[src/rtl/vga_pkg.sv]
`default_nettype none
// ---------------------------------------------------------------------------
// vga_pkg: arbiter FSM states, byte-lane decode and video mode constants. rev 1.0
// ---------------------------------------------------------------------------
package vga_pkg;

    typedef enum logic [2:0] {
        ST_IDLE     = 3'd0,
        ST_WAIT_GAP = 3'd1,
        ST_SETUP    = 3'd2,
        ST_STROBE   = 3'd3,
        ST_HOLD     = 3'd4,
        ST_DONE     = 3'd5
    } arb_state_t;

    localparam logic [1:0] MODE_TEXT    = 2'd0;
    localparam logic [1:0] MODE_320X200 = 2'd1;
    localparam logic [1:0] MODE_320X400 = 2'd2;
    localparam logic [1:0] MODE_400X300 = 2'd3;

    localparam logic [3:0] VID_GAP_SAT  = 4'd15;

    // Byte lanes of the 32-bit RAM word touched by a 16-bit CPU cycle.
    function automatic logic [3:0] lane_decode(input logic [1:0] a, input logic bhe_n);
        logic lo;
        logic hi;
        lo = ~a[0];
        hi = ~bhe_n;
        return {a[1] & hi, a[1] & lo, ~a[1] & hi, ~a[1] & lo};
    endfunction

endpackage
`default_nettype wire

[src/rtl/vga_cpu_sync.sv]
`default_nettype none
// ---------------------------------------------------------------------------
// vga_cpu_sync: 2-flop synchronizer for the CPU strobes; yields req and is_write. rev 1.0
// ---------------------------------------------------------------------------
module vga_cpu_sync (
    input  logic clock,
    input  logic _reset,
    input  logic vga_mem_n,
    input  logic rd_n,
    input  logic wr_n,
    output logic req,
    output logic is_write
);

    logic [2:0] stage1;
    logic [2:0] stage2;

    always_ff @(posedge clock) begin
        if (!_reset) begin
            stage1 <= 3'b111;
            stage2 <= 3'b111;
        end else begin
            stage1 <= {vga_mem_n, rd_n, wr_n};
            stage2 <= stage1;
        end
    end

    // Exactly one of read/write must be active; both low is an illegal bus state.
    assign req      = ~stage2[2] & (stage2[1] ^ stage2[0]);
    assign is_write = ~stage2[0];

endmodule
`default_nettype wire

[src/rtl/vga_cpu_arbiter.sv]
`default_nettype none
// ---------------------------------------------------------------------------
// vga_cpu_arbiter: slots CPU accesses into video RAM fetch gaps. rev 1.0
// Define VGA_CPU_STEAL_EN to steal a slot after MAX_WAIT clocks of waiting.
// ---------------------------------------------------------------------------
module vga_cpu_arbiter
    import vga_pkg::*;
#(
    parameter int STROBE_CYCLES = 2,
    parameter int MAX_WAIT      = 200
) (
    input  logic       clock,
    input  logic       _reset,
    input  logic       _vga_mem,
    input  logic [1:0] addr,
    input  logic       _rd,
    input  logic       _wr,
    input  logic       _bhe,
    input  logic [3:0] vid_gap,
    output logic       rdy,
    output logic [3:0] _cs_ram_cpu,
    output logic [3:0] _we_ram,
    output logic       _cpu_ram_addr,
    output logic [3:0] _cpu_ram,
    output logic       cpu_ram_dir,
    output logic       cpu_rd_latch,
    output logic       vid_inhibit
);

    localparam logic [3:0] GAP_NEED = 4'(STROBE_CYCLES + 2);
    localparam logic [2:0] STB_LAST = 3'(STROBE_CYCLES - 1);

    if (STROBE_CYCLES < 1 || STROBE_CYCLES > 8 || MAX_WAIT < 1) begin : g_param_check
        $error("vga_cpu_arbiter: parameter out of range");
    end

    arb_state_t state;
    arb_state_t state_nx;
    logic       req;
    logic       is_write;
    logic       raw_req;
    logic       steal_go;
    logic       in_access;
    logic [3:0] lane;
    logic       write_cyc;
    logic [2:0] stb_cnt;

    vga_cpu_sync u_sync (
        .clock     (clock),
        ._reset    (_reset),
        .vga_mem_n (_vga_mem),
        .rd_n      (_rd),
        .wr_n      (_wr),
        .req       (req),
        .is_write  (is_write)
    );

    // rdy must drop in the same clock as the raw strobe, so it bypasses the synchronizer.
    assign raw_req   = ~_vga_mem & (_rd ^ _wr);
    assign rdy       = ~_reset | ~(raw_req & (state != ST_DONE));
    assign in_access = (state == ST_SETUP) | (state == ST_STROBE) | (state == ST_HOLD);

    always_ff @(posedge clock) begin
        if (!_reset) begin
            state <= ST_IDLE;
        end else begin
            state <= state_nx;
        end
    end

    always_ff @(posedge clock) begin
        if (!_reset) begin
            lane      <= 4'h0;
            write_cyc <= 1'b0;
            stb_cnt   <= 3'd0;
        end else begin
            if (state == ST_IDLE && req) begin
                lane      <= lane_decode(addr, _bhe);
                write_cyc <= is_write;
            end
            if (state == ST_STROBE && state_nx == ST_STROBE) begin
                stb_cnt <= stb_cnt + 3'd1;
            end else begin
                stb_cnt <= 3'd0;
            end
        end
    end

`ifdef VGA_CPU_STEAL_EN
    localparam int WAIT_W = $clog2(MAX_WAIT + 1);
    localparam logic [WAIT_W-1:0] WAIT_LAST = WAIT_W'(MAX_WAIT - 1);

    logic [WAIT_W-1:0] wait_cnt;
    logic              stolen;

    assign steal_go = (wait_cnt == WAIT_LAST) & (vid_gap < GAP_NEED);

    always_ff @(posedge clock) begin
        if (!_reset) begin
            wait_cnt <= '0;
            stolen   <= 1'b0;
        end else begin
            if (state == ST_WAIT_GAP && state_nx == ST_WAIT_GAP) begin
                wait_cnt <= wait_cnt + 1'b1;
            end else begin
                wait_cnt <= '0;
            end
            if (state == ST_WAIT_GAP) begin
                stolen <= steal_go;
            end else if (state == ST_IDLE) begin
                stolen <= 1'b0;
            end
        end
    end

    assign vid_inhibit = stolen & in_access;
`else
    assign steal_go    = 1'b0;
    assign vid_inhibit = 1'b0;
`endif

    always_comb begin
        state_nx      = state;
        _cs_ram_cpu   = 4'hF;
        _we_ram       = 4'hF;
        _cpu_ram_addr = 1'b1;
        _cpu_ram      = 4'hF;
        cpu_ram_dir   = 1'b0;
        cpu_rd_latch  = 1'b0;

        case (state)
            ST_IDLE:     if (req) state_nx = ST_WAIT_GAP;
            ST_WAIT_GAP: if (vid_gap >= GAP_NEED || steal_go) state_nx = ST_SETUP;
            ST_SETUP:    state_nx = ST_STROBE;
            ST_STROBE:   if (stb_cnt == STB_LAST) state_nx = ST_HOLD;
            ST_HOLD:     state_nx = ST_DONE;
            ST_DONE:     if (!req) state_nx = ST_IDLE;
            default:     state_nx = ST_IDLE;
        endcase

        // Address mux and transceivers span SETUP..HOLD to cover setup and hold time.
        if (in_access) begin
            _cpu_ram_addr = 1'b0;
            _cpu_ram      = ~lane;
            cpu_ram_dir   = write_cyc;
        end
        if (state == ST_STROBE) begin
            _cs_ram_cpu  = ~lane;
            _we_ram      = write_cyc ? ~lane : 4'hF;
            cpu_rd_latch = ~write_cyc & (stb_cnt == STB_LAST);
        end
    end

endmodule
`default_nettype wire

[config.mk]
export PLATFORM = sky130hd
export DESIGN_NAME = vga_cpu_arbiter
export DESIGN_NICKNAME = d
export VERILOG_FILES = /design/src/rtl/vga_pkg.sv /design/src/rtl/vga_cpu_sync.sv /design/src/rtl/vga_cpu_arbiter.sv
export SDC_FILE = /design/constraint.sdc
export NUM_CORES = 1
export LEC_CHECK = 0
export CORE_MARGIN = 2
export CORE_UTILIZATION = 44
export CTS_BUF_LIST = sky130_fd_sc_hd__clkbuf_8
export DETAILED_ROUTE_END_ITERATION = 12
export DONT_BUFFER_PORTS = 1
export GPL_ROUTABILITY_DRIVEN = 0
export PLACE_DENSITY = 0.61
export SYNTH_ARGS = -nofsm -noshare
export SYNTH_HDL_FRONTEND = slang
export SYNTH_SLANG_ARGS = --single-unit
[constraint.sdc]
create_clock -name clock -period 2.34 [get_ports clock]
set_clock_uncertainty 0.2 [all_clocks]
set_input_delay 0.351 -clock clock [delete_from_list [all_inputs] [get_ports clock]]
set_output_delay 0.351 -clock clock [all_outputs]
set_load 0.1 [all_outputs]
==> results of run 1 <==
-- logic make-up after synthesis --
logic type / share of synthesized area, %
AO/OA/AOI/OAI: 12.52
multiplexers: 1.268
buffers and inverters: 4.754
adder cells (fa/ha/maj): 3.169
XOR/XNOR: 3.329
flip-flops: 43.11
AND/OR/NAND/NOR: 31.38
other: 0.4750
-- area by class of cell --
class / count / area share [%]
well taps: 25 / 3.121
multi-input cells: 69 / 41.95
flip-flops and latches: 17 / 33.96
clock inverters: 1 / 0.3745
clock buffers: 3 / 4.120
repair buffers: 18 / 14.98
inverters: 4 / 1.498
-- layout by cell type (no fill, tap or decap) --
cell type,n
conb_1,1
or4_4,1
o21ai_2,1
and2_2,1
a21oi_1,7
nor2_2,1
nand3b_1,2
nand2_1,12
mux2i_1,1
xnor2_1,2
nor2b_1,1
nor3b_1,1
a41oi_1,1
inv_1,5
nand4b_1,2
buf_4,16
dfxtp_1,17
nand2b_1,7
or4_1,2
nor4_1,2
and3b_2,1
nand3_1,5
or2b_1,1
buf_12,1
nor2_1,6
clkbuf_8,3
o21ai_0,5
a21o_1,1
dlygate4sd3_1,1
a2bb2oi_1,1
ha_1,2
a311oi_1,1
xor2_1,1
-- power breakdown --
group | switching (mW) | leakage [nW] | total, mW | internal, mW
Clock | 0.0933 | 0.0269 | 0.209 | 0.116
Combinational | 0.0324 | 0.198 | 0.0467 | 0.0142
Sequential | 0.00569 | 0.139 | 0.302 | 0.296
Total | 0.131 | 0.364 | 0.558 | 0.426
-- Yosys cell counts, drive strengths merged --
cell	number
mux2i	1
a21oi	7
nor2b	1
nand3	5
nor3b	1
o21ai	6
nand3b	2
xnor2	2
nor2	7
dfxtp	17
or4	3
conb	1
inv	4
xor2	1
buf	2
a311oi	1
and3b	1
nand2	12
or2b	1
a41oi	1
ha	2
a21o	1
clkbuf	1
nor4	2
and2	1
a2bb2oi	1
nand2b	7
nand4b	2
-- how the worst max path moves through the flow --
stage,slack [ns],to
2_1_floorplan,-0.21,rdy
3_3_place_gp,0.42,cpu_rd_latch
3_5_place_dp,0.40,cpu_rd_latch
4_1_cts,0.12,cpu_rd_latch
5_1_grt,0.05,cpu_ram_dir
6_report,0.16,cpu_ram_dir
-- registers in the layout (all words and copies together) (netlist names) --
signal / flops
u_sync.stage1: 3
state: 3
write_cyc: 1
u_sync.stage2: 3
stb_cnt: 3
lane: 4
-- routing by layer --
metal | share of wire (%) | wire (um) | global-route usage (%) | up-vias
met5 | 0 | 0 | 0 | -
met4 | 1.8 | 29 | 8.000 | 0
met3 | 6.4 | 101 | 3.529 | 4
met2 | 51 | 801 | 29.72 | 29
met1 | 41 | 646 | 16.83 | 302
li1 | - | - | - | 360
-- repair_timing --
| item | 4_1_cts | 5_1_grt |
|---|---|---|
| endpoints found under the hold margin | 6 | 0 |
| endpoints found under the setup margin | 0 | 1 |
| hold buffers | 1 | 0 |
| resized for setup | 0 | 1 |
==> flow_summary_export.csv, run 1 <==
group,metric,value,unit
run_status,status,"finished clean",
yosys,synth-seq-cells,17,
setup_path,cp_top_family,"simple AND/OR/NAND/NOR gates",
yosys,yosys_warnings,0,
yosys,syn_nets,107,
clock_tree,cts.clk_slew.worst_paths,0.06,ns
drt,post_drt_wl_per_cell,11.52,um
place,dpl.hpwl,1246,um
clock_tree,clk_path_buf_depth,2,
drt,postRouteAntennaNets,0,
cells_and_area,fill_cells,155,
yosys,synth_top_area_share,43.11,%
setup_path,regToRegSetupSlack,0.56,ns
drt,drc,0,
sta,fin_ws,0.1614,ns
drt,detailedRoute.firstIterationViolations,3,
setup_path,slowest_delay,0.44,ns
yosys,synth.area.top_cells,"dfxtp_1, nand2_1, nand2b_1",
setup_path,reg2reg_from,"state[2]$_SDFF_PN0_",
drt,via_count,695,
global_route,antenna_found_initial,0,
pwr,p_leak,0.3637,nW
setup_path,crit_arrival,1.63,ns
clock_tree,htree_levels,1,
floorplanning,die_area,2149,um2
global_route,track_usage,16.12,%
yosys,synth_top_area_cell,"dfxtp_1",
sta,maxSlewViolCount,0,
min_path,min_from,"_rd",
sta,post-route-period-util,93.10,%
setup_path,required,1.79,ns
cells_and_area,synthToLayoutAreaGrowth,26.94,%
floorplanning,rows,15,
clock_tree,cts_made_buffers,3,
global_route,grt_first_pass_wirelength,2449,um
floorplanning,die_y,46.36,um
cells_and_area,diodes,0,
min_path,hp-class,"in -> reg",
yosys,yosysSeqAreaShare,43.11,%
sta,whs,0.005043,ns
global_route,grt_start_max_net_pins,11,
floorplanning,start_util,46.23,%
yosys,netlist_area,789.5,um2
floorplanning,coreArea,1708,um2
flow_run,cap_violations,0,
setup_path,crit_path_max_fanout,8,
setup_path,startpoint_type,"register",
yosys,netlist_instances,93,
drt,via_per_inst,5.073,
place,io_buffer_count,0,
clock_tree,clk-insertion-delay-late,0.25,ns
setup_path,path_depth,5,
setup_path,path_buf_inv,2,
sta,max_slew_margin,47.77,%
setup_path,end_kind,"output pin",
drt,dr.pass1.iters,4,
cells_and_area,multi_input_area,420.4,um2
setup_path,r2r_cells,3,
cells_and_area,stdcell_count,137,
clock_tree,cts-root-buf,"clkbuf_8",
sta,worst_pin_slew,0.7763,ns
cells_and_area,drive_gt1_share,22.32,%
place,place_area,945.9,um2
cells_and_area,fin_nets,127,
sta,hold_viol,0,
pwr,p_per_area,556.6,nW/um2
floorplanning,pin_count,29,
min_path,holdPathEnd,"u_sync.stage1[1]$_SDFF_PN1_",
setup_path,critPathKind,"reg -> out",
sta,max_freq,459.0,MHz
cells_and_area,seq_area,340.3,um2
cells_and_area,utilization,58.68,%
pwr,max-vdd-ir-drop,0.5286,mV
setup_path,worstReg2RegEnd,"lane[1]$_SDFFE_PN0P_",
global_route,grt_remaining_overflow,0,
drt,wl,1578,um
place,pre_cts_slack,0.3953,ns
yosys,ys_types,30,
clock_tree,clock-sinks,17,
setup_path,setup.worst_path.start,"state[2]$_SDFF_PN0_",
setup_path,path_cells,"or2b_1 > o21ai_0 > buf_4 > and2_2 > buf_12",
sta,setup_violations,0,
clock_tree,cts_tree,"done",
yosys,syn_avg_cell_area,8.489,um2
global_route,grt_pass1_vias,608,
clock_tree,cts_setup_buffers,0,
min_path,worstHoldPathCells,1,
sta,fin_setup_tns,0,ns
pwr,power,0.5578,mW
cells_and_area,fin_area,1002,um2
sta,rsz0062_at_grt,"false",
setup_path,slowest_stage,"dfxtp_1",
place,dp_cells,132,
floorplanning,die_w,46.36,um
sta,fin_crit,2.179,ns
No activity file was read; power rests on OpenSTA's default activity.
==> inputs of run 2 (changes only) <==
CAP_MARGIN = 20   (was unset)
GPL_ROUTABILITY_DRIVEN = unset   (was 0)
MAX_ROUTING_LAYER = met4   (was unset)
==> results of run 2 <==
The final DEF is identical to that of run 1; final timing and power are the same.
Main changes from that run: overall routing resource usage 16.12% -> 16.58%
